--- config.mk ---
export PLATFORM = sky130hd
export DESIGN_NAME = e1of4_register_clocked
export DESIGN_NICKNAME = d
export VERILOG_FILES = /design/src/rtl/e1of4_pkg.sv /design/src/rtl/e1of4_sync.sv /design/src/rtl/e1of4_register_clocked.sv
export SDC_FILE = /design/constraint.sdc
export NUM_CORES = 1
export LEC_CHECK = 0
export ABC_AREA = 1
export CORE_MARGIN = 10
export CORE_UTILIZATION = 55
export CTS_CLUSTER_SIZE = 10
export DETAILED_ROUTE_END_ITERATION = 7
export PLACE_DENSITY = 0.82
export SYNTH_ARGS = -nofsm -noshare
export SYNTH_HDL_FRONTEND = slang
export SYNTH_SLANG_ARGS = --single-unit
--- constraint.sdc ---
create_clock -name CLK -period 2.3 [get_ports CLK]
set_input_delay 0.69 -clock CLK [delete_from_list [all_inputs] [get_ports CLK]]
set_output_delay 0.69 -clock CLK [all_outputs]
set_load 0.02 [all_outputs]
--- src/rtl/e1of4_pkg.sv ---
// Shared codes, FSM state type and 1-of-N helpers for the clocked e1of4 register.
package e1of4_pkg;

  localparam logic [2:0] CTRL_READ  = 3'b001;
  localparam logic [2:0] CTRL_WRITE = 3'b010;
  localparam logic [2:0] CTRL_RW    = 3'b100;

  typedef enum logic [2:0] {
    ST_IDLE,
    ST_DATA,
    ST_OUT,
    ST_OUT_ACK,
    ST_RTZ
  } state_e;

  function automatic logic [3:0] onehot4_encode(input logic [1:0] v);
    return 4'b0001 << v;
  endfunction

  function automatic logic [1:0] onehot4_decode(input logic [3:0] x);
    logic [1:0] v;
    v = 2'd0;
    case (x)
      4'b0010: v = 2'd1;
      4'b0100: v = 2'd2;
      4'b1000: v = 2'd3;
      default: v = 2'd0;
    endcase
    return v;
  endfunction

  // 3-bit control codes are passed zero-extended.
  function automatic logic is_onehot(input logic [3:0] x);
    return (x != 4'b0000) && ((x & (x - 4'd1)) == 4'b0000);
  endfunction

  function automatic logic is_neutral(input logic [3:0] x);
    return x == 4'b0000;
  endfunction

endpackage

--- src/rtl/e1of4_sync.sv ---
// Per-bit multi-flop synchronizer with async active-low clear.
module e1of4_sync #(
  parameter int W           = 1,
  parameter int SYNC_STAGES = 2
) (
  input  logic         clk,
  input  logic         rst_n,
  input  logic [W-1:0] d_i,
  output logic [W-1:0] q_o
);

  logic [SYNC_STAGES-1:0][W-1:0] sync_q;

  always_ff @(posedge clk or negedge rst_n) begin
    if (!rst_n) sync_q <= '0;
    else        sync_q <= {sync_q[SYNC_STAGES-2:0], d_i};
  end

  assign q_o = sync_q[SYNC_STAGES-1];

endmodule

--- src/rtl/e1of4_register_clocked.sv ---
// Single-clock e1of4 register responder: synchronized 4-phase handshakes on
// control, data and read channels around one 2-bit stored value.
module e1of4_register_clocked
  import e1of4_pkg::*;
#(
  parameter int         SYNC_STAGES = 2,
  parameter logic [1:0] INIT_VAL    = 2'b00
) (
  input  logic       CLK,
  input  logic       RESET,
  input  logic [3:0] Dx,
  output logic       Dxe,
  input  logic [2:0] Cx,
  output logic       Cxe,
  output logic [3:0] Rx,
  input  logic       Rxe,
  output logic       ERR
);

  logic [3:0] dx_s;
  logic [2:0] cx_s;
  logic       rxe_s;

  e1of4_sync #(.W(4), .SYNC_STAGES(SYNC_STAGES)) u_sync_dx (
    .clk(CLK), .rst_n(RESET), .d_i(Dx), .q_o(dx_s)
  );
  e1of4_sync #(.W(3), .SYNC_STAGES(SYNC_STAGES)) u_sync_cx (
    .clk(CLK), .rst_n(RESET), .d_i(Cx), .q_o(cx_s)
  );
  e1of4_sync #(.W(1), .SYNC_STAGES(SYNC_STAGES)) u_sync_rxe (
    .clk(CLK), .rst_n(RESET), .d_i(Rxe), .q_o(rxe_s)
  );

  state_e     state_q, state_d;
  logic [2:0] op_q, op_d;
  logic [1:0] dat_q, dat_d;
  logic [1:0] val_q, val_d;
  logic       cxe_q, cxe_d;
  logic       dxe_q, dxe_d;
  logic [3:0] rx_q, rx_d;
  logic       err_q, err_d;

  logic cx_hot, cx_bad, dx_hot, dx_bad;
  assign cx_hot = is_onehot({1'b0, cx_s});
  assign cx_bad = !cx_hot && !is_neutral({1'b0, cx_s});
  assign dx_hot = is_onehot(dx_s);
  assign dx_bad = !dx_hot && !is_neutral(dx_s);

  always_ff @(posedge CLK or negedge RESET) begin
    if (!RESET) begin
      state_q <= ST_IDLE;
      op_q    <= 3'b000;
      dat_q   <= 2'd0;
      val_q   <= INIT_VAL;
      cxe_q   <= 1'b1;
      dxe_q   <= 1'b1;
      rx_q    <= 4'b0000;
      err_q   <= 1'b0;
    end else begin
      state_q <= state_d;
      op_q    <= op_d;
      dat_q   <= dat_d;
      val_q   <= val_d;
      cxe_q   <= cxe_d;
      dxe_q   <= dxe_d;
      rx_q    <= rx_d;
      err_q   <= err_d;
    end
  end

  always_comb begin
    state_d = state_q;
    case (state_q)
      ST_IDLE:    if (cx_hot) state_d = (cx_s == CTRL_READ) ? ST_OUT : ST_DATA;
      ST_DATA:    if (dx_hot) state_d = (op_q == CTRL_WRITE) ? ST_RTZ : ST_OUT;
      ST_OUT:     if (rxe_s)  state_d = ST_OUT_ACK;
      ST_OUT_ACK: if (!rxe_s) state_d = ST_RTZ;
      ST_RTZ:     if (cxe_q && dxe_q) state_d = ST_IDLE;
      default:    state_d = ST_IDLE;
    endcase
  end

  // Registered outputs and datapath; multi-hot codes only set ERR and hold.
  always_comb begin
    op_d  = op_q;
    dat_d = dat_q;
    val_d = val_q;
    cxe_d = cxe_q;
    dxe_d = dxe_q;
    rx_d  = rx_q;
    err_d = err_q;
    case (state_q)
      ST_IDLE: begin
        if (cx_hot) begin
          op_d  = cx_s;
          cxe_d = 1'b0;
        end else if (cx_bad) begin
          err_d = 1'b1;
        end
      end
      ST_DATA: begin
        if (dx_hot) begin
          dat_d = onehot4_decode(dx_s);
          dxe_d = 1'b0;
          if (op_q == CTRL_WRITE) val_d = onehot4_decode(dx_s);
        end else if (dx_bad) begin
          err_d = 1'b1;
        end
      end
      ST_OUT: begin
        if (rxe_s) rx_d = onehot4_encode(val_q);
      end
      ST_OUT_ACK: begin
        if (!rxe_s) begin
          rx_d = 4'b0000;
          // READ+WRITE has already returned the old value, so commit now.
          if (op_q == CTRL_RW) val_d = dat_q;
        end
      end
      ST_RTZ: begin
        if (is_neutral({1'b0, cx_s})) cxe_d = 1'b1;
        if (is_neutral(dx_s))         dxe_d = 1'b1;
      end
      default: ;
    endcase
  end

  assign Cxe = cxe_q;
  assign Dxe = dxe_q;
  assign Rx  = rx_q;
  assign ERR = err_q;

endmodule

Word-level counts from Yosys, hierarchy flattened:

Cells that the tools add are included.

* bits in registers: 33
* bits of input ports: 10

* add/sub/neg operators: 2
* equal/unequal tests: 23
* shift operators: 1
* multiplexer cells: 28
* bitwise logic cells: 2
* reductions and logical operators: 29

Operator list (count)
* $ne A2 B2 Y1 const B: 12
* $mux W3: 6
* $pmux W3 S5: 1
* $reduce_and A5 Y1: 3
* $logic_not A4 Y1: 3
* $mux W2: 5
* $reduce_bool A2 Y1: 5
* $eq A3 B2 Y1 const B: 3
* $reduce_and A3 Y1: 3
* $mux W1: 8
* $mux W4: 2
* $pmux W4 S2: 1
* $eq A3 B1 Y1 const B: 2
* $eq A3 B3 Y1 const B: 2
* $logic_not A3 Y1: 2
* $pmux W1 S2: 3
* $pmux W2 S3: 1
* $logic_and A1 B1 Y1: 5
* $and A3 B4 Y4: 1
* $and A4 B4 Y4: 1
* $eq A4 B2 Y1 const B: 1
* $eq A4 B3 Y1 const B: 1
* $eq A4 B4 Y1 const B: 1
* $logic_not A1 Y1: 4
* 8 further kinds: 9

Longest topological paths before layout:

Gate-level depths: netlist of the first run.

* depth in word-level cells: 9
* mapped depth: 9

Hierarchy:

Synthesis of the first run repeated with hierarchy kept, for this count alone.

* cell total of the unflattened synthesis: 162
* area, all modules: 1456.4 um2

By module, submodules not included
* e1of4_register_clocked: times used 1, cells each 139, area an instance 1003.5 um2
* e1of4_sync (u_sync_dx): times used 1, cells each 12, area an instance 230.2 um2
* e1of4_sync (u_sync_cx): times used 1, cells each 9, area an instance 172.7 um2
* e1of4_sync (u_sync_rxe): times used 1, cells each 2, area an instance 50.0 um2

Worst setup path after synthesis of the first run:

Ideal clock, no wire load.

* path type: flip-flop to output port
* start point: reg cxe_q (netlist: Cxe)
* end point: out Cxe
* arrival time: 563 ps
* slack: 1047 ps
* cell stages (with the launch flop): 1
* buffers on the path: 0
* path through: dfstp_2

RTL lines
* start, declared: RTL line e1of4_register_clocked.sv:38 `logic cxe_q, cxe_d;`
* start signal, assigned: RTL line e1of4_register_clocked.sv:55 `cxe_q <= 1'b1;`
* start signal, assigned: RTL line e1of4_register_clocked.sv:64 `cxe_q <= cxe_d;`
* end, declared: RTL line e1of4_register_clocked.sv:14 `output logic Cxe,`

No word-level cell between the ends.

Final worst setup path of the first run:

* start point: reg dxe_q (netlist: Dxe)
* end point: out Dxe

RTL lines
* start, declared: RTL line e1of4_register_clocked.sv:39 `logic dxe_q, dxe_d;`
* start signal, assigned: RTL line e1of4_register_clocked.sv:56 `dxe_q <= 1'b1;`
* start signal, assigned: RTL line e1of4_register_clocked.sv:65 `dxe_q <= dxe_d;`
* end, declared: RTL line e1of4_register_clocked.sv:12 `output logic Dxe,`

No word-level cell between the ends.

==> results of run 1 <==
-- through the flow --
| step | area (µm²) | hold slack (ns) | instances | power, W |
|---|---|---|---|---|
| 5_1_grt | 1660 | 0.369 | 210 | 0.00194 |
| 4_1_cts | 1660 | 0.353 | 210 | 0.00181 |
| 3_5_place_dp | 1610 | 0.335 | 202 | 0.00148 |
| 6_report | 1660 | 0.343 | 210 | 0.00181 |
| 3_3_place_gp | 1610 | 0.332 | 202 | 0.00145 |
| 2_1_floorplan | 1400 | 0.331 | 155 | 0.00129 |
-- layer usage --
metal  vias to the layer above  track usage, %  share of wire, %
li1                        538               -                 -
met1                       495            11.0                43
met2                        39            17.4                47
met3                         8            4.94               7.5
met4                         0            5.70               2.7
met5                         -               0                 0
-- power breakdown --
part           total (W)  internal [W]  switching (W)
Combinational   0.000689      0.000252       0.000436
Clock           0.000337      0.000151       0.000186
Sequential      0.000782      0.000700      0.0000826
-- registers in the layout, summed over array words and instances, names as in the netlist --
name / cells
u_sync_dx.sync_q: 4
dat_q: 2
Cxe: 1
u_sync_cx.q_o: 3
Dxe: 1
state_q: 3
val_q: 2
u_sync_cx.sync_q: 3
u_sync_rxe.q_o: 1
op_q: 3
ERR: 1
Rx: 4
u_sync_dx.q_o: 4
u_sync_rxe.sync_q: 1
-- cells by family after synthesis --
group	synth area share (%)
AO/OA/AOI/OAI	8.40
AND/OR/NAND/NOR	26.6
buffers and inverters	5.81
flip-flops	59.2
-- worst min-delay path by stage --
stage | from | end | slack (ns) | cells past startpoint
4_1_cts | u_sync_cx.sync_q[2]$_DFF_PN0_ | u_sync_cx.q_o[2]$_DFF_PN0_ | 0.35 | 0
3_3_place_gp | u_sync_rxe.sync_q[0]$_DFF_PN0_ | u_sync_rxe.q_o$_DFF_PN0_ | 0.33 | 0
3_5_place_dp | u_sync_cx.sync_q[0]$_DFF_PN0_ | u_sync_cx.q_o[0]$_DFF_PN0_ | 0.33 | 0
5_1_grt | u_sync_cx.sync_q[2]$_DFF_PN0_ | u_sync_cx.q_o[2]$_DFF_PN0_ | 0.37 | 0
6_report | u_sync_cx.sync_q[2]$_DFF_PN0_ | u_sync_cx.q_o[2]$_DFF_PN0_ | 0.34 | 0
2_1_floorplan | u_sync_cx.sync_q[0]$_DFF_PN0_ | u_sync_cx.q_o[0]$_DFF_PN0_ | 0.33 | 0
-- layout make-up --
cell class | instances | area [µm²] | share of cell area, %
repair buffers | 17 | 168 | 10.1
flip-flops and latches | 33 | 828 | 49.8
inverters | 21 | 81.3 | 4.89
multi-input cells | 101 | 490 | 29.5
clock buffers | 8 | 58.8 | 3.53
well taps | 30 | 37.5 | 2.26
-- cell usage after synthesis, drive strengths merged --
master	instances
nor3	3
dfstp	2
nand2	53
o21ai	14
o22ai	2
dfrtp	31
a31oi	1
inv	21
a21oi	2
or2	1
nand3	14
o21bai	1
nor2	10
==> results.md, run 1 <==
* Outcome: finished, final reports clean
* Die ar. at ~0.0050 mm²
* Reg2reg end: state_q[0]$_DFFE_PN0P_
* Final core occ at about 68%
* Max-slew violations at 0
* CTS Buf Count at 5
* Sequential share of the synthesized area at 59.2%
* WS Path Type: register to output port
* Chip Width at 70.5 µm
* Synth unique cells at 23
* Crit-path cells: clkdlybuf4s50_1
* Fin crit period at 2.15 ns
* Later-pin clock latency in the skew report at between 0.3 and 0.4 ns
* CP max stage delay at 0.60 ns
* Setup_tns at 0 ns
* Final wirelength at 2530 µm
* Cell Area, Synth at 0.00140 mm²
* FF-to-FF Start: state_q[1]$_DFFE_PN0P_
* Sink Count at 33
* CTS tree: done
* Setup bufs post-CTS at 0
* Peak supply drop at about 620 µV
* P_leak at 0.811 nW
* Vias per cell at 5.14
* CP Capture Type: output port
* Post-CTS Hold Fix Bufs at 0
* H-tree depth at 2
* Gr usage total at 10.6%
* Post-Syn Instances at 155
* Syn Nets at approximately 170
* Crit-path max FO at 2
* Site Rows at 18
* Synthesis-stage register bit count at 33
* Biggest area consumer among synthesized cells: dfrtp_1
* Buf/Inv on CP at 1
* Crit start category: register
* Worst-path clk slew at 0.10 ns
* MaxCap Viol Count at 0
* RSZ-0062 raised after global routing: false
* Worst R2R Path Depth at 8
* Worst reg2reg setup slack at 0.91 ns
* Commonest non-fill, non-tap cell in the layout: nand2_1
* Worst EP arrival at ~1.5 ns
* Die Height at 70.5 µm
* Max Root-Sink Buffers at 2
* Share of layout cells above drive strength 1 at 15.6%
* Port Buffers at 16
* # IOs at 17
* Final period utilization at 93.4%
* First-pass GRT wire length at around 4300 µm
* Worst slew pin tran at 0.396 ns
* Most frequent cells in the layout: nand2_1 (46), dfrtp_1 (31), inv_1 (17), clkdlybuf4s50_1 (16), nand3_1 (13)
* DR pass1 iterations at 4
* Area grow syn2layout at 18.9%
* PnR worst setup slack at approximately 0.15 ns
* DRT iter0 DRCs at 61
* Synth top area share at a little under three fifths
* Initial antenna violation count at 0
* Core area at between 0.002 and 0.0025 mm²
* WP depth at 1
* Worst path slowest cell: clkdlybuf4s50_1
* Fin Clk Skew at 0.0128 ns
* Setup violators final at 0
* PostCTS Resize Cnt at 0
* FMAX at 0.466 GHz
* # fillers at 188
* Top cells by area, synth: dfrtp_1 (55%), nand2_1 (12%), nand3_1 (4.6%)
* Req. time, crit path at 1.61 ns
* Nets at 189
* End of the critical path: Dxe
* GPL Wtd Cong at 0.863
* DRC viols at 0
* Initial Util at 57.0%
* Clock Tree Root: clkbuf_4
* Final hold viol count at 0
* Yosys warning total at 0
* Largest net degree at the start of global routing at 34
* Vias in the first global route at about 1.0k
* Vias at 1080
* Hold crit path type: register to register
* Number of antenna diodes at 0
* CP startpoint: Dxe$_DFFE_PN1P_
* Grt total ovfl at 0
* Worst slew margin at approximately three quarters
* DR WL/cell at 12.1 µm
* Syn avg cell area at ~9 µm²
* CP top delay family: buffers and inverters
* Final ANT Viol Nets at 0
* Post-DP HPWL at 1920 µm
* Setup slack at placement at 0.501 ns
* Pwr/cell area at 1090 mW/mm²
No activity file was read; power rests on OpenSTA's default activity.
==> run 2: changes to the inputs <==
--- a/config.mk
+++ b/config.mk
@@ -14,3 +14,4 @@
 export SYNTH_ARGS = -nofsm -noshare
 export SYNTH_HDL_FRONTEND = slang
 export SYNTH_SLANG_ARGS = --single-unit
+export TNS_END_PERCENT = 10
==> results of run 2 <==
Final layout, timing and power as in run 1 (identical DEF).
==> edit (config.mk and constraints of run 1) <==
`SYNC_STAGES` is set to 2 in 2 places; all go to 4.
--- a/src/rtl/e1of4_sync.sv
+++ b/src/rtl/e1of4_sync.sv
@@ -1,7 +1,7 @@
 // Per-bit multi-flop synchronizer with async active-low clear.
 module e1of4_sync #(
   parameter int W           = 1,
-  parameter int SYNC_STAGES = 2
+  parameter int SYNC_STAGES = 4
 ) (
   input  logic         clk,
   input  logic         rst_n,
--- a/src/rtl/e1of4_register_clocked.sv
+++ b/src/rtl/e1of4_register_clocked.sv
@@ -3,7 +3,7 @@
 module e1of4_register_clocked
   import e1of4_pkg::*;
 #(
-  parameter int         SYNC_STAGES = 2,
+  parameter int         SYNC_STAGES = 4,
   parameter logic [1:0] INIT_VAL    = 2'b00
 ) (
   input  logic       CLK,
Check against the original RTL: not equivalent (a bounded check fails within 4 cycles, from zero or initial values and one cycle with RESET low).
==> edit against run 1 <==
Critical path type unchanged; total power grew 27%; largest power group unchanged; design area grew 26%; largest cell class unchanged; area after synthesis grew 28%; sequential cell count grew 16; first-iteration DRC count grew 38%; register-to-register slack lost 70 ps; worst setup slack lost 85 ps; wire length grew 19%.
==> edit: results (changes against run 1) <==
[global_routing] maximum number of pins on one net before global-route repair 50 [+47%]
[yosys] Net Count, Synth 184 [+12%]
[detailed_routing] M1 wire length 1230 um [+13%]
[global_routing] via count of the first global-routing pass 1,286 [+23%]
[global_routing] first-pass GRT wire length 5380 um [+26%]
[cells_and_area] final-layout clock buffer total 7 [-1]
[setup_path] source of the worst register-to-register timing path state_q[0]
[place] setup slack after placement 469 ps [-31.6 ps]
[cells_and_area] total number of multi-input combinational cells 106 [+5.0%]
[timing] Post-Route Hold Slack 346 ps [+3.59 ps]
[setup_path] arrival time worst endpoint 1540 ps [+80 ps]
[pwr] Lkg Pwr 0.996 nW [+23%]
[cells_and_area] P&R area growth vs syn 16.9%
[detailed_routing] Met3 Routed Length 226 um [+18%]
[cells_and_area] final-layout fill cell count 232 [+23%]
[cells_and_area] Nets 208 [+10%]
[setup_path] worst flop-to-flop path endpoint state_q[1]
[detailed_routing] count of routing violations after the opening detailed-route iteration 84 [+38%]
[worst_hold_path] Hold Startpoint u_sync_dx.sync_q[6]
[outcome] run status finished, final reports clean
[place] dpl cell area 0.00201 mm^2 [+25%]
[cells_and_area] non-clock buffering overhead in the final layout 0.0777 [-0.0230]
[pwr] P per Cell Area 1100 mW/mm^2 [+0.88%]
[yosys] count of different cell masters after synthesis 21 [-8.7%]
[detailed_routing] Vias 1,234 [+14%]
[yosys] Post-Synthesis Cells 174 [+12%]
[worst_hold_path] terminating pin of the worst hold path u_sync_dx.sync_q[10]
[place] detailed placer's ending HPWL 2280 um [+19%]
[yosys] synthesized-area fraction occupied by ao, oa, aoi and oai cells 0.0496 [-0.0344]
[yosys] Synth top cells by count sky130_fd_sc_hd__nand2_1, sky130_fd_sc_hd__dfrtp_1, sky130_fd_sc_hd__inv_1, sky130_fd_sc_hd__nor2_1, sky130_fd_sc_hd__o21ai_0
[setup_path] Worst R2R Setup Slack 840 ps [-70 ps]
[cells_and_area] Clock-cell share 0.0406 [+0.00531]
[cells_and_area] post-layout instance count excluding filler cells 243 [+16%]
[detailed_routing] Wirelength per Cell 12.4 um [+2.9%]
[cells_and_area] multi-input gate share of the layout cell area 0.234 [-0.0604]
[timing] Slew HR 0.616 [-0.120]
[timing] Fin Clk Skew 12.4 ps [-0.426 ps]
[cells_and_area] Inverters, non-clock 19 [-9.5%]
[pwr] IR drop worst, VDD 586 uV [-4.9%]
[yosys] post-synthesis sequential area ratio 0.686 [+0.0946]
[setup_path] Register-to-Register Path Depth 7 [-1]
[clocking] clock sink count 49 [+48%]
[pwr] fraction of power spent switching nets 0.339 [-0.0505]
[clocking] clock transition time at the flip-flop clock pins of the worst setup and hold paths 130 ps [+30 ps]
[cells_and_area] fraction of layout cells with a size suffix above 1 0.106 [-0.0500]
-- edit: how the worst max path moves through the flow --
stage                     from  endpoint  slack [ps]  cells after the start
after floorplan            Cxe       Cxe        1040                      0
after global placement     Cxe       Cxe         470                      1
after detailed placement   Dxe       Dxe         470                      1
after CTS                  Dxe       Dxe          60                      1
after global routing       Cxe       Cxe          20                      1
final                      Dxe       Dxe          70                      1
-- edit: power by group through the flow --
stage / combinational [mW] / clock, mW / sequential (mW)
after CTS: 0.672 / 0.520 / 1.11
after global routing: 0.764 / 0.556 / 1.13
after detailed placement: 0.670 / 0 / 1.13
after global placement: 0.635 / 0 / 1.12
final: 0.672 / 0.506 / 1.12
after floorplan: 0.435 / 0 / 1.15
-- edit: cell families after synthesis --
family | count (synthesis)
AO/OA/AOI/OAI | 17
buffers and inverters | 19
flip-flops | 49
AND/OR/NAND/NOR | 89
-- edit: per-layer routing --
metal	vias to the layer above	GRT usage
li1	597	-
met1	593	0.111
met2	35	0.185
met3	9	0.0513
met4	0	0.0493
met5	-	0
